### src/rtl/fp_max_reducer.sv
// ============================================================================
// Module   : fp_max_reducer
// Brief    : Streams a burst of floating-point words and returns the element of
//            largest (or smallest) magnitude together with its burst index.
// Revision : 1.0 - initial release
// ============================================================================
`default_nettype none

// Unsigned magnitude comparator used on the exponent/mantissa field only.
module positive_comparator #(
    parameter int WIDTH = 31
) (
    input  logic [WIDTH-1:0] i_a,
    input  logic [WIDTH-1:0] i_b,
    output logic             o_a_gt_b,
    output logic             o_a_eq_b,
    output logic             o_b_gt_a
);
    assign o_a_gt_b = (i_a >  i_b);
    assign o_a_eq_b = (i_a == i_b);
    assign o_b_gt_a = (i_a <  i_b);
endmodule

module fp_max_reducer #(
    parameter int DATA_WIDTH = 32,
    parameter int LEN_WIDTH  = 8
) (
    input  logic                  clk,
    input  logic                  rst_n,
    input  logic                  start,
    input  logic [LEN_WIDTH-1:0]  len,
    input  logic                  find_min,
    input  logic                  in_valid,
    output logic                  in_ready,
    input  logic [DATA_WIDTH-1:0] in_data,
    output logic                  out_valid,
    input  logic                  out_ready,
    output logic [DATA_WIDTH-1:0] out_data,
    output logic [LEN_WIDTH-1:0]  out_index,
    output logic                  out_empty,
    output logic                  busy
);

    localparam logic [LEN_WIDTH-1:0] c_LEN_ONE  = LEN_WIDTH'(1);
    localparam logic [LEN_WIDTH-1:0] c_LEN_ZERO = '0;

    typedef enum logic [1:0] {
        S_IDLE  = 2'd0,
        S_FIRST = 2'd1,
        S_RUN   = 2'd2,
        S_DONE  = 2'd3
    } state_t;

    state_t                r_state;
    logic [DATA_WIDTH-1:0] r_best;
    logic [LEN_WIDTH-1:0]  r_best_idx;
    logic [LEN_WIDTH-1:0]  r_count;
    logic [LEN_WIDTH-1:0]  r_len;
    logic                  r_min;
    logic                  r_in_ready;
    logic                  r_out_valid;
    logic                  r_out_empty;
    logic                  r_busy;

    logic                  w_a_gt_b;
    logic                  w_a_eq_b;
    logic                  w_b_gt_a;
    logic                  w_accept;
    logic                  w_take;
    logic                  w_last;

    // Sign bit is excluded: selection is purely on magnitude.
    positive_comparator #(
        .WIDTH (DATA_WIDTH-1)
    ) u_cmp (
        .i_a      (in_data[DATA_WIDTH-2:0]),
        .i_b      (r_best[DATA_WIDTH-2:0]),
        .o_a_gt_b (w_a_gt_b),
        .o_a_eq_b (w_a_eq_b),
        .o_b_gt_a (w_b_gt_a)
    );

    assign w_accept = in_valid && r_in_ready;
    // Equal magnitudes never replace the stored element, keeping the earliest.
    assign w_take   = !w_a_eq_b && (r_min ? w_b_gt_a : w_a_gt_b);
    assign w_last   = (r_count == (r_len - c_LEN_ONE));

    always_ff @(posedge clk or negedge rst_n) begin
        if (!rst_n) begin
            r_state     <= S_IDLE;
            r_best      <= '0;
            r_best_idx  <= '0;
            r_count     <= '0;
            r_len       <= '0;
            r_min       <= 1'b0;
            r_in_ready  <= 1'b0;
            r_out_valid <= 1'b0;
            r_out_empty <= 1'b0;
            r_busy      <= 1'b0;
        end else begin
            case (r_state)
                S_IDLE: begin
                    if (start) begin
                        r_busy <= 1'b1;
                        if (len == c_LEN_ZERO) begin
                            r_state     <= S_DONE;
                            r_best      <= '0;
                            r_best_idx  <= '0;
                            r_out_empty <= 1'b1;
                            r_out_valid <= 1'b1;
                        end else begin
                            r_state     <= S_FIRST;
                            r_len       <= len;
                            r_min       <= find_min;
                            r_count     <= '0;
                            r_out_empty <= 1'b0;
                            r_in_ready  <= 1'b1;
                        end
                    end
                end
                S_FIRST: begin
                    if (w_accept) begin
                        r_best     <= in_data;
                        r_best_idx <= '0;
                        r_count    <= c_LEN_ONE;
                        if (r_len == c_LEN_ONE) begin
                            r_state     <= S_DONE;
                            r_in_ready  <= 1'b0;
                            r_out_valid <= 1'b1;
                        end else begin
                            r_state <= S_RUN;
                        end
                    end
                end
                S_RUN: begin
                    if (w_accept) begin
                        if (w_take) begin
                            r_best     <= in_data;
                            r_best_idx <= r_count;
                        end
                        r_count <= r_count + c_LEN_ONE;
                        if (w_last) begin
                            r_state     <= S_DONE;
                            r_in_ready  <= 1'b0;
                            r_out_valid <= 1'b1;
                        end
                    end
                end
                S_DONE: begin
                    // A start coinciding with this handshake is dropped: IDLE only.
                    if (out_ready) begin
                        r_state     <= S_IDLE;
                        r_out_valid <= 1'b0;
                        r_out_empty <= 1'b0;
                        r_busy      <= 1'b0;
                    end
                end
                default: begin
                    r_state     <= S_IDLE;
                    r_in_ready  <= 1'b0;
                    r_out_valid <= 1'b0;
                    r_out_empty <= 1'b0;
                    r_busy      <= 1'b0;
                end
            endcase
        end
    end

    assign in_ready  = r_in_ready;
    assign out_valid = r_out_valid;
    assign out_data  = r_best;
    assign out_index = r_best_idx;
    assign out_empty = r_out_empty;
    assign busy      = r_busy;

endmodule

`default_nettype wire

### config.mk
export PLATFORM = sky130hd
export DESIGN_NAME = fp_max_reducer
export DESIGN_NICKNAME = d
export VERILOG_FILES = /design/src/rtl/fp_max_reducer.sv
export SDC_FILE = /design/constraint.sdc
export NUM_CORES = 1
export LEC_CHECK = 0
export CORE_MARGIN = 4
export CORE_UTILIZATION = 30
export DETAILED_ROUTE_END_ITERATION = 16
export GPL_TIMING_DRIVEN = 0
export PLACE_DENSITY_LB_ADDON = 0.2
export SLEW_MARGIN = 20
export SYNTH_ARGS = -nofsm -noshare
export SYNTH_HDL_FRONTEND = slang
export SYNTH_HIERARCHICAL = 1
export SYNTH_SLANG_ARGS = --single-unit
### constraint.sdc
create_clock -name clk -period 2.59 [get_ports clk]
set_input_delay 0.6475 -clock clk [delete_from_list [all_inputs] [get_ports clk]]
set_output_delay 0.6475 -clock clk [all_outputs]
set_load 0.05 [all_outputs]
==> results of run 1 <==
-- metal layers --
metal	vias up	GRT usage [%]
li1	1763	-
met1	1735	20.23
met2	66	26.01
met3	12	3.869
met4	0	3.151
met5	-	0
-- worst max-delay path, stage by stage --
cell and delay (ps):
sky130_fd_sc_hd__clkdlybuf4s15_1 190, sky130_fd_sc_hd__ha_1 270, sky130_fd_sc_hd__and4_1 220, sky130_fd_sc_hd__and4_4 270
sky130_fd_sc_hd__a31o_1 170, sky130_fd_sc_hd__o22ai_2 80, sky130_fd_sc_hd__a31o_1 180, sky130_fd_sc_hd__mux2i_1 140
sky130_fd_sc_hd__o21ai_1 100, sky130_fd_sc_hd__nand2_2 120, sky130_fd_sc_hd__a21oi_4 40, sky130_fd_sc_hd__buf_12 150
sky130_fd_sc_hd__clkbuf_16 160, sky130_fd_sc_hd__nand3_1 80, sky130_fd_sc_hd__nand2_1 70
-- registers in the layout, indices dropped and copies added, names as in the netlist --
register and count:
busy 1, out_empty 1, in_ready 1, out_index 8, r_count 8, r_len 8
out_data 32, r_state 2, r_min 1, out_valid 1
-- synthesized netlist by cell type (5+ instances only) --
library cell | count | share of area, %
sky130_fd_sc_hd__a21oi_1 | 19 | 2.5
sky130_fd_sc_hd__clkbuf_1 | 15 | 1.5
sky130_fd_sc_hd__dfrtp_1 | 63 | 41
sky130_fd_sc_hd__ha_1 | 39 | 13
sky130_fd_sc_hd__inv_1 | 41 | 4.0
sky130_fd_sc_hd__mux2_2 | 7 | 2.0
sky130_fd_sc_hd__nand2_1 | 102 | 9.9
sky130_fd_sc_hd__nand3_1 | 49 | 6.4
sky130_fd_sc_hd__nand4_1 | 7 | 1.1
sky130_fd_sc_hd__nor2_1 | 12 | 1.2
sky130_fd_sc_hd__o21ai_0 | 26 | 3.4
sky130_fd_sc_hd__xnor2_1 | 5 | 1.1
sky130_fd_sc_hd__xor2_1 | 6 | 1.4
-- path summary, 6_finish.rpt --
kind                       slack (ps)  cells after the start          from            to
min in group clk                  480                      2  out_index[0]  out_index[0]
max in group asynchronous        1800                      2         rst_n  out_data[30]
min                               240                      1         rst_n  out_data[25]
max reg2reg                       -60                     16  out_data[26]  out_data[14]
min reg2reg                       480                      2  out_index[0]  out_index[0]
max                               -90                     15   in_data[23]  out_data[14]
-- power by group through the flow --
stage / sequential (mW) / clock (mW) / combinational (mW)
finish: 1.61 / 1.38 / 4.42
detailed placement: 1.62 / 0 / 3.58
global placement: 1.61 / 0 / 3.53
floorplan: 2.25 / 0 / 1.83
CTS: 1.61 / 1.41 / 4.21
global route: 1.67 / 1.45 / 4.80
-- metrics by stage --
stage	worst slack, ps	utilization (%)
2_1_floorplan	26.21	-
3_3_place_gp	-1694	39.73
3_5_place_dp	-950.1	39.87
4_1_cts	-158.4	45.74
5_1_grt	-219.8	46.44
6_report	-92.03	46.44
-- cells by family (layout without fill, tap and decap cells) --
| logic type | Yosys count | count (layout) |
|---|---|---|
| AOI/OAI and AO/OA | 66 | 66 |
| and+or+nand+nor | 198 | 198 |
| muxes | 11 | 11 |
| xor gates and xnor gates | 11 | 11 |
| adders and majority gates | 39 | 39 |
| DFF | 63 | 63 |
| buffers and inverters | 60 | 177 |
-- cell type report --
class	count	share of cell area, %
Sequential cell	63	27.31
Clock inverter	2	1.025
Tap cell	172	3.672
Timing Repair Buffer	101	15.58
Buffer	18	2.925
Multi-Input combinational cell	325	41.91
Clock buffer	14	4.846
Inverter	42	2.733
-- what timing repair did --
item / CTS / global route
buffers inserted: 7 / 2
gates cloned: 4 / 0
pin swaps: 52 / 53
gates resized for setup: 88 / 80
endpoints found under the setup margin: 42 / 50
==> implementation parameters, run 1 <==
Parameter                              Value

Global routing
  Antenna violations before repair    0
  First-pass GRT wire length    around 18 mm
  Overflow left after global routing    0
  Maximum number of pins on one net before global-route repair    38
  Via count of the first global-routing pass    approximately 3600
  Total GRT Usage    about 15%

Routing
  Vias    approximately 3600
  Starting DRT DRC Count    around 180
  Total met3 wirelength after detailed routing    between 400 and 500 um
  Final WL    about 11 mm
  Number of search-and-repair iterations in the first detailed-routing pass    4
  Post-route antenna net violation count    0
  Met2 WL post-DR    between 5 and 6 mm
  Highest Signal Layer    met4
  Drt via density    roughly 4.9
  Wire length on met1    between 4 and 5 mm
  Routed length per placed instance    ~15 um
  DRC    0

Timing
  Share of the clock period used by the worst path    103.6%
  Worst hold margin    between 200 and 250 ps
  Setup Viol. Count Final    40
  Post-layout worst setup margin    -92.03 ps
  Final Hold Violating Endpoints    0
  Number of slew-limit violations in the final report    0
  Setup TNS after final layout    -1943 ps
  Fin Clk Skew    slightly above 7 ps
  Fin crit period    2682 ps
  Worst slew slack as a fraction of its limit    a little over 60%
  Max Clk Rate    roughly 0.37 GHz
  Worst Tran Pin Value    585.3 ps
  RSZ-0062 raised after global routing    true

Final layout
  Layout Area Growth over Synthesis    51.83%
  Fraction of final layout cells with drive strength greater than 1    between 20% and 30%
  Commonest non-fill, non-tap cell in the layout    sky130_fd_sc_hd__nand2_1
  Design area    5861 um^2
  # fillers    ~1200
  Final antenna diode count    0
  Total area of sequential cells    between 1500 and 2000 um^2
  Most frequent cells in the layout    sky130_fd_sc_hd__nand2_1 (99), sky130_fd_sc_hd__clkdlybuf4s50_1 (57), sky130_fd_sc_hd__nand3_1 (47)
  Net count, final    between 600 and 700
  Final non-filler cell total    between 700 and 800
  Multi-input logic area    about 2500 um^2

Power
  Sequential group share of total power    between 20% and 30%
  Total power per unit cell area    1264 nW/um^2
  Static leakage    between 2 and 3 nW
  Total power of the final layout    ~7.4 mW
  Clock group share of total power    18.6%
  Reported net switching power    3.352 mW
  Switching power share of the total    ~45%
  Power share of the combinational group    59.6%
  P_int    about 4.1 mW
  Worst IR Drop VDD    0.5953 mV

Synth
  Post-synthesis sequential area ratio    between 40% and 50%
  Fraction of synthesized cell area in xor and xnor cells    under 10%
  Simple-gate share of the synthesized area    around 24%
  Post-Syn Area per Cell    8.616 um^2
  Fraction of the mapped netlist area in compound gates    approximately a tenth
  Register bit count reported by yosys    63
  Main flop type after synthesis    sky130_fd_sc_hd__dfrtp_1
  Post-synth EDFFs    0
  Number of synthesis warnings    6
  Number of standard cells after synthesis    448
  Number of nets produced by synthesis    around 530
  Post-synth ARST share    between 90% and 100%
  Share of cell area taken by muxes after synthesis    3.177%
  Dominant combinational cell family by area after synthesis    simple AND/OR/NAND/NOR gates
  Adder-cell area share of the yosys netlist    between 10% and 20%
  Netlist area before placement    slightly below 4000 um^2
  Synth unique cells    49

Floorplan
  IO Pins    90
  Initial core utilization    30.59%
  Std-Cell Core Area    ~13000 um^2
  Area of the die    roughly 15000 um^2
  Chip Width    121.4 um
  Y dimension of the die    121.4 um
  Total number of placement rows    41

Place
  Detailed placer's ending HPWL    about 8 mm
  Instance count after placement with tap cells included    around 700
  DP Area    roughly 5000 um^2
  Port Buf Inserts    89
  Placer Congestion    between 0.7 and 0.8

CTS
  Number of H-tree branching levels    3
  Total CTS buffers    9
  Master cell of the clock root buffer    sky130_fd_sc_hd__clkbuf_16
  Clock Pin Slew Worst Setup and Hold Paths    60 ps
  Insertion delay of the later-clocked pin in the worst-skew pair    approximately 330 ps
  Clock tree sinks    63
  Deepest clock path buffer count    2
  Hold-fix buffer count after cts    0
  Clock tree from TritonCTS    done

Status
  Violations in the final reports    setup timing
  Status    complete, but fails checks

Worst setup path
  Kind of capture point of the worst setup path    flip-flop
  Worst setup path category    input pin to flip-flop
  CP Data Arrival Time    around 2900 ps
  Critical path fanouts, max    10
  Data required time of the critical path    between 2000 and 3000 ps
  Critical path launch point type    input pin

Worst hold path
  Path type of the worst min-delay path    input pin to asynchronous set/reset pin

Job
  Count of maximum capacitance violations    0
No activity file was read; power rests on OpenSTA's default activity.
==> inputs of run 2 (changes only) <==
--- a/config.mk
+++ b/config.mk
@@ -5,6 +5,7 @@
 export SDC_FILE = /design/constraint.sdc
 export NUM_CORES = 1
 export LEC_CHECK = 0
+export CAP_MARGIN = 10
 export CORE_MARGIN = 4
 export CORE_UTILIZATION = 30
 export DETAILED_ROUTE_END_ITERATION = 16
==> results of run 2 <==
No change in the layout: final DEF, timing and power equal those of run 1.
